<file path="config.mk">
export PLATFORM = sky130hd
export DESIGN_NAME = vga_timing_gen_flat
export DESIGN_NICKNAME = d
export VERILOG_FILES = /design/src/rtl/vga_timing_gen_if.sv /design/src/rtl/vga_timing_gen.sv /design/src/flat_wrapper.sv
export SDC_FILE = /design/constraint.sdc
export NUM_CORES = 1
export LEC_CHECK = 0
export ABC_AREA = 1
export CORE_MARGIN = 2
export CORE_UTILIZATION = 25
export CTS_CLUSTER_SIZE = 16
export DETAILED_ROUTE_END_ITERATION = 6
export GPL_ROUTABILITY_DRIVEN = 0
export PLACE_DENSITY = 0.47
export SYNTH_ARGS = -nofsm -noshare
export SYNTH_HDL_FRONTEND = slang
export SYNTH_SLANG_ARGS = --single-unit
</file>
<file path="constraint.sdc">
create_clock -name Clk -period 2.43 [get_ports Clk]
set_clock_uncertainty 0.2 [all_clocks]
set_input_delay 0.729 -clock Clk [delete_from_list [all_inputs] [get_ports Clk]]
set_output_delay 0.729 -clock Clk [all_outputs]
set_load 0.02 [all_outputs]
</file>
<file path="src/rtl/vga_timing_gen_if.sv">
// rtl/vga_timing_gen_if.sv - VGA raster timing signal bundle between timing generator and pixel pipeline
interface vga_timing_gen_if;
  logic       pixel_clk;
  logic       pixel_ce;
  logic [9:0] DrawX;
  logic [9:0] DrawY;
  logic       hs;
  logic       vs;
  logic       blank_n;
  logic       sync_n;
  logic       frame_start;
  logic       vblank_start;

  modport master (
    output pixel_clk, pixel_ce, DrawX, DrawY, hs, vs, blank_n, sync_n,
           frame_start, vblank_start
  );

  modport slave (
    input pixel_clk, pixel_ce, DrawX, DrawY, hs, vs, blank_n, sync_n,
          frame_start, vblank_start
  );
endinterface

</file>
<file path="src/rtl/vga_timing_gen.sv">
// rtl/vga_timing_gen.sv - 640x480@60 VGA raster counters, syncs, blanking and frame strobes
module vga_timing_gen #(
  parameter int H_VISIBLE = 640,
  parameter int H_FP      = 16,
  parameter int H_SYNC    = 96,
  parameter int H_BP      = 48,
  parameter int V_VISIBLE = 480,
  parameter int V_FP      = 10,
  parameter int V_SYNC    = 2,
  parameter int V_BP      = 33
) (
  input  logic            Clk,
  input  logic            Reset_n,
  vga_timing_gen_if.master vga
);

  localparam int H_TOTAL = H_VISIBLE + H_FP + H_SYNC + H_BP;
  localparam int V_TOTAL = V_VISIBLE + V_FP + V_SYNC + V_BP;

  localparam logic [9:0] H_LAST   = 10'(H_TOTAL - 1);
  localparam logic [9:0] V_LAST   = 10'(V_TOTAL - 1);
  localparam logic [9:0] H_VIS_W  = 10'(H_VISIBLE);
  localparam logic [9:0] V_VIS_W  = 10'(V_VISIBLE);
  localparam logic [9:0] HS_START = 10'(H_VISIBLE + H_FP);
  localparam logic [9:0] HS_END   = 10'(H_VISIBLE + H_FP + H_SYNC);
  localparam logic [9:0] VS_START = 10'(V_VISIBLE + V_FP);
  localparam logic [9:0] VS_END   = 10'(V_VISIBLE + V_FP + V_SYNC);

  logic       phase;
  logic [9:0] hc;
  logic [9:0] vc;
  logic       hs_q;
  logic       vs_q;
  logic       blank_q;
  logic       fs_q;
  logic       vb_q;

  logic [9:0] hc_nxt;
  logic [9:0] vc_nxt;
  logic       hs_nxt;
  logic       vs_nxt;
  logic       blank_nxt;
  logic       fs_nxt;
  logic       vb_nxt;

  // Divide Clk by two; the flop doubles as the DAC pixel clock and the pixel step enable
  always_ff @(posedge Clk or negedge Reset_n) begin
    if (!Reset_n) begin
      phase <= 1'b0;
    end else begin
      phase <= ~phase;
    end
  end

  // Next raster position and its decode, so registered outputs line up with DrawX/DrawY
  always_comb begin
    hc_nxt = hc + 10'd1;
    vc_nxt = vc;
    if (hc == H_LAST) begin
      hc_nxt = 10'd0;
      if (vc == V_LAST) begin
        vc_nxt = 10'd0;
      end else begin
        vc_nxt = vc + 10'd1;
      end
    end
    hs_nxt    = !((hc_nxt >= HS_START) && (hc_nxt < HS_END));
    vs_nxt    = !((vc_nxt >= VS_START) && (vc_nxt < VS_END));
    blank_nxt = (hc_nxt < H_VIS_W) && (vc_nxt < V_VIS_W);
    fs_nxt    = (hc_nxt == 10'd0) && (vc_nxt == 10'd0);
    vb_nxt    = (hc_nxt == 10'd0) && (vc_nxt == V_VIS_W);
  end

  // Counters and decoded syncs move only on pixel steps and hold otherwise
  always_ff @(posedge Clk or negedge Reset_n) begin
    if (!Reset_n) begin
      hc      <= 10'd0;
      vc      <= 10'd0;
      hs_q    <= 1'b1;
      vs_q    <= 1'b1;
      blank_q <= 1'b0;
    end else if (phase) begin
      hc      <= hc_nxt;
      vc      <= vc_nxt;
      hs_q    <= hs_nxt;
      vs_q    <= vs_nxt;
      blank_q <= blank_nxt;
    end
  end

  // Strobes fire on the step into (0,0) / (0,V_VISIBLE) and clear on the following Clk
  always_ff @(posedge Clk or negedge Reset_n) begin
    if (!Reset_n) begin
      fs_q <= 1'b0;
      vb_q <= 1'b0;
    end else if (phase) begin
      fs_q <= fs_nxt;
      vb_q <= vb_nxt;
    end else begin
      fs_q <= 1'b0;
      vb_q <= 1'b0;
    end
  end

  assign vga.pixel_clk    = phase;
  assign vga.pixel_ce     = phase;
  assign vga.DrawX        = hc;
  assign vga.DrawY        = vc;
  assign vga.hs           = hs_q;
  assign vga.vs           = vs_q;
  assign vga.blank_n      = blank_q;
  assign vga.sync_n       = 1'b0;
  assign vga.frame_start  = fs_q;
  assign vga.vblank_start = vb_q;

endmodule

</file>
<file path="src/flat_wrapper.sv">
// flat-port wrapper written by rule: the top's interface ports become plain ports
module vga_timing_gen_flat 
#(
  parameter int H_VISIBLE = 640,
  parameter int H_FP      = 16,
  parameter int H_SYNC    = 96,
  parameter int H_BP      = 48,
  parameter int V_VISIBLE = 480,
  parameter int V_FP      = 10,
  parameter int V_SYNC    = 2,
  parameter int V_BP      = 33
)
  (Clk, Reset_n, vga_pixel_clk, vga_pixel_ce, vga_DrawX, vga_DrawY, vga_hs, vga_vs, vga_blank_n, vga_sync_n, vga_frame_start, vga_vblank_start);
  vga_timing_gen_if vga_i ();
  input  logic Clk;
  input  logic Reset_n;
  output wire logic [$bits(vga_i.pixel_clk)-1:0] vga_pixel_clk;
  output wire logic [$bits(vga_i.pixel_ce)-1:0] vga_pixel_ce;
  output wire logic [$bits(vga_i.DrawX)-1:0] vga_DrawX;
  output wire logic [$bits(vga_i.DrawY)-1:0] vga_DrawY;
  output wire logic [$bits(vga_i.hs)-1:0] vga_hs;
  output wire logic [$bits(vga_i.vs)-1:0] vga_vs;
  output wire logic [$bits(vga_i.blank_n)-1:0] vga_blank_n;
  output wire logic [$bits(vga_i.sync_n)-1:0] vga_sync_n;
  output wire logic [$bits(vga_i.frame_start)-1:0] vga_frame_start;
  output wire logic [$bits(vga_i.vblank_start)-1:0] vga_vblank_start;
  assign vga_pixel_clk = vga_i.pixel_clk;
  assign vga_pixel_ce = vga_i.pixel_ce;
  assign vga_DrawX = vga_i.DrawX;
  assign vga_DrawY = vga_i.DrawY;
  assign vga_hs = vga_i.hs;
  assign vga_vs = vga_i.vs;
  assign vga_blank_n = vga_i.blank_n;
  assign vga_sync_n = vga_i.sync_n;
  assign vga_frame_start = vga_i.frame_start;
  assign vga_vblank_start = vga_i.vblank_start;
  vga_timing_gen #(.H_VISIBLE(H_VISIBLE), .H_FP(H_FP), .H_SYNC(H_SYNC), .H_BP(H_BP), .V_VISIBLE(V_VISIBLE), .V_FP(V_FP), .V_SYNC(V_SYNC), .V_BP(V_BP)) u_core (.Clk(Clk), .Reset_n(Reset_n), .vga(vga_i));
endmodule
</file>
==> impl_metrics.tcl <==
set metrics [dict create \
    routedLengthMet1_um 2620 \
    timing.rr.start "u_core.vga.DrawX[1]$_DFFE_PN0P_" \
    critPathSlowestCell "clkdlybuf4s50_1" \
    number_of_core_rows 32 \
    power_density_mw_per_mm2 342 \
    finalWirelength_um 5530 \
    numPortBuffers 28 \
    route.top_layer_used "met4" \
    critical_path_s_largest_stage_delay_ns 0.66 \
    postSynthNetCount 315 \
    final_cell_area_mm2 0.00242 \
    die_w_um 92.0 \
    antenna_cells 0 \
    crit_path_max_fanout 7 \
    grt_first_pass_wirelength_um 9470 \
    worstSetupPathDepth 1 \
    netlist_area_mm2 0.00194 \
    grt_overflow_total 0 \
    core_area_mm2 0.00761 \
    min-delay-path-class "reg -> reg" \
    crit_family "buffers and inverters" \
    reg2reg_depth 12 \
    crit_required_ns 1.50 \
    yosys_warnings 0 \
    average_size_of_a_mapped_cell_um2 6.27 \
    timing.critical_path.cells "clkdlybuf4s50_1" \
    drt-wirelength-per-cell_um 12.6 \
    wl_met2_um 2630 \
    dr.first_iter.drc_count 115 \
    ys_types 30 \
    cts-htree-levels 1 \
    critical_path_buf_inv_count 1 \
    worst_setup_hold_path_clk_slew_ns 0.11 \
    fin_crit_sh 0.976 \
    power.static_leakage_nw 1.16 \
    routed-via-count 1977 \
    route.detailed.drc 0 \
    grt_antenna_before_repair 0 \
    cts-buffers-inserted 3 \
    setup_tns_ns 0 \
    critical_path.startpoint_type "flop" \
    synthCells 309 \
    timing.hold.ws_ns 0.294 \
    maxClockFrequency_ghz 0.422 \
    placedInstanceArea_mm2 0.00234 \
    crit_type "reg -> out" \
    viasPerCell 4.49 \
    clk_root_buffer_cell "clkbuf_8" \
    period_minus_slack_ns 2.37 \
    cp-end-kind "output pin" \
    layout-drive-gt1-share 0.0799 \
    crit_path_end "vga_DrawX[7]" \
    die_height_um 92.0 \
    wl_met3_um 211 \
    largest_net_degree_at_the_start_of_global_routing 27 \
    grt_use_total 0.138 \
    design.final.nets 345 \
    outcome "finished, final reports clean" \
    cts.sink_count 26 \
    final-max-slew-violation-count 0 \
    regToRegSetupSlack_ns 0.30 \
    arrival_ns 1.44 \
    ys_seq_elements 26 \
    layout.filler_cells 870 \
    cts_tree "done" \
    ant_nets 0 \
    firstDrtPassIters 4 \
    floorplan.initialDensity 0.255 \
    floorplan.die_area_mm2 0.00847 \
    timing.final.setup_violations 0 \
    hold_viol 0 \
    clock_insertion_delay_worst_skew_ns 0.28 \
    grt_setup_unrepaired "false" \
    first_global_vias 1938 \
    clock_path_buffers 2 \
    postCtsSetupRepairBufs 0 \
    seq_area_frac_synth 0.337 \
    timing.max_cap.violations 0 \
    power.ir.vdd_worst_mv 0.168 \
    number_of_top_level_pins 30 \
    flow.area_growth_from_synthesis_pct 24.7 \
    detailed_placement_wirelength_estimate_um 4170 \
    critical_path.startpoint "u_core.vga.DrawX[7]$_DFFE_PN0P_" \
    reg2reg_to "u_core.vga.blank_n$_DFFE_PN0P_" \
]
==> flip-flops by register name (all words and copies together), names as in the netlist <==
register                 count
u_core.vga.DrawY            10
u_core.vga.hs                1
u_core.vga.frame_start       1
u_core.vga.DrawX            10
u_core.vga.pixel_ce          1
u_core.vga.vblank_start      1
u_core.vga.blank_n           1
u_core.vga.vs                1
==> layer usage <==
layer	vias up	track usage
li1	1031	-
met1	903	0.188
met2	39	0.236
met3	4	0.0181
met4	0	0.0274
met5	-	0
==> Yosys cell counts <==
library cell	count	area (um2)
nand2_1	115	432
nor2_2	2	12.5
nand3b_4	1	20.0
buf_2	2	10.0
a21oi_1	4	20.0
nand4_2	1	12.5
o21ai_0	20	100
o21ai_2	1	8.76
buf_4	2	15.0
inv_1	37	139
o21ai_1	2	10.0
nor3_1	1	5.00
conb_1	1	3.75
dfrtp_1	24	601
o21a_1	1	7.51
nand2_4	1	11.3
a31oi_1	1	6.26
buf_6	1	11.3
nor3_2	1	10.0
nor2_4	1	11.3
and2_1	1	6.26
nand2_2	1	6.26
ha_1	4	50.1
nor2_1	39	146
nand3_2	1	10.0
nand4_1	9	56.3
dfstp_2	2	52.6
clkbuf_1	4	15.0
xnor2_1	1	8.76
nand3_1	28	140
==> power by group <==
part | switching (mW) | internal [mW] | total, mW
Sequential | 0 | 0.433 | 0.433
Combinational | 0.0102 | 0.00246 | 0.0126
Clock | 0.162 | 0.221 | 0.382
==> worst min path at each step <==
| stage | from | to | cells past startpoint |
|---|---|---|---|
| final | u_core.vga.blank_n$_DFFE_PN0P_ | u_core.vga.blank_n$_DFFE_PN0P_ | 2 |
| after global routing | u_core.vga.vs$_DFFE_PN1P_ | u_core.vga.vs$_DFFE_PN1P_ | 2 |
| after CTS | u_core.vga.hs$_DFFE_PN1P_ | u_core.vga.hs$_DFFE_PN1P_ | 2 |
| after detailed placement | u_core.vga.blank_n$_DFFE_PN0P_ | u_core.vga.blank_n$_DFFE_PN0P_ | 2 |
| after global placement | u_core.vga.blank_n$_DFFE_PN0P_ | u_core.vga.blank_n$_DFFE_PN0P_ | 2 |
| after floorplan | Reset_n | u_core.vga.DrawX[0]$_DFFE_PN0P_ | 0 |
==> cell usage in the layout, fill, tap and decap left out <==
cell	instances
nor2_4	1
xnor2_1	1
conb_1	1
o21ai_1	2
bufinv_16	1
nor3_1	1
and2_1	1
o21ai_0	20
nand4_2	1
nand2_2	1
nor2_2	2
nor2_1	39
o21ai_2	1
clkbuf_8	3
nand3_1	28
o21a_1	1
ha_1	4
dfrtp_2	5
dfstp_2	2
dfrtp_1	19
inv_1	37
a21oi_1	4
nor3_2	1
nand2_1	115
nand2_4	1
nand4_1	9
nand3_2	1
buf_4	6
clkdlybuf4s50_1	28
a31oi_1	1
nand3b_4	1
==> cells by family (layout without fill, tap and decap cells) <==
group | count (synthesis) | in the layout | synth area share
AO/OA/AOI/OAI | 29 | 29 | 0.0788
buffers and inverters | 46 | 75 | 0.0981
XOR/XNOR | 1 | 1 | 0.00452
flip-flops | 26 | 26 | 0.337
other | 1 | 1 | 0.00193
AND/OR/NAND/NOR | 202 | 202 | 0.454
adder cells (fa/ha/maj) | 4 | 4 | 0.0258
==> what timing repair did <==
action	CTS	global route
hold buffers	0	0
cloned	0	0
endpoints found under the setup margin	1	4
resized for setup	1	4
==> per-stage QoR <==
stage / setup slack [ns] / cells / power, mW / utilization
2_1_floorplan: 0.378 / 309 / 0.444 / -
3_3_place_gp: 0.323 / 436 / 0.455 / 0.308
3_5_place_dp: 0.324 / 436 / 0.455 / 0.308
4_1_cts: 0.00121 / 440 / 0.839 / 0.317
5_1_grt: 0.0109 / 440 / 0.859 / 0.318
6_report: 0.0587 / 440 / 0.828 / 0.318
==> cell type report <==
cell class	count	area, um2	area share
repair buffers	34	325	0.135
multi-input cells	237	1090	0.453
clock buffers	3	41.3	0.0171
flip-flops and latches	26	659	0.273
well taps	102	128	0.0528
inverters	37	139	0.0575
clock inverters	1	30.0	0.0124
Power figures use the tool's default switching activity.
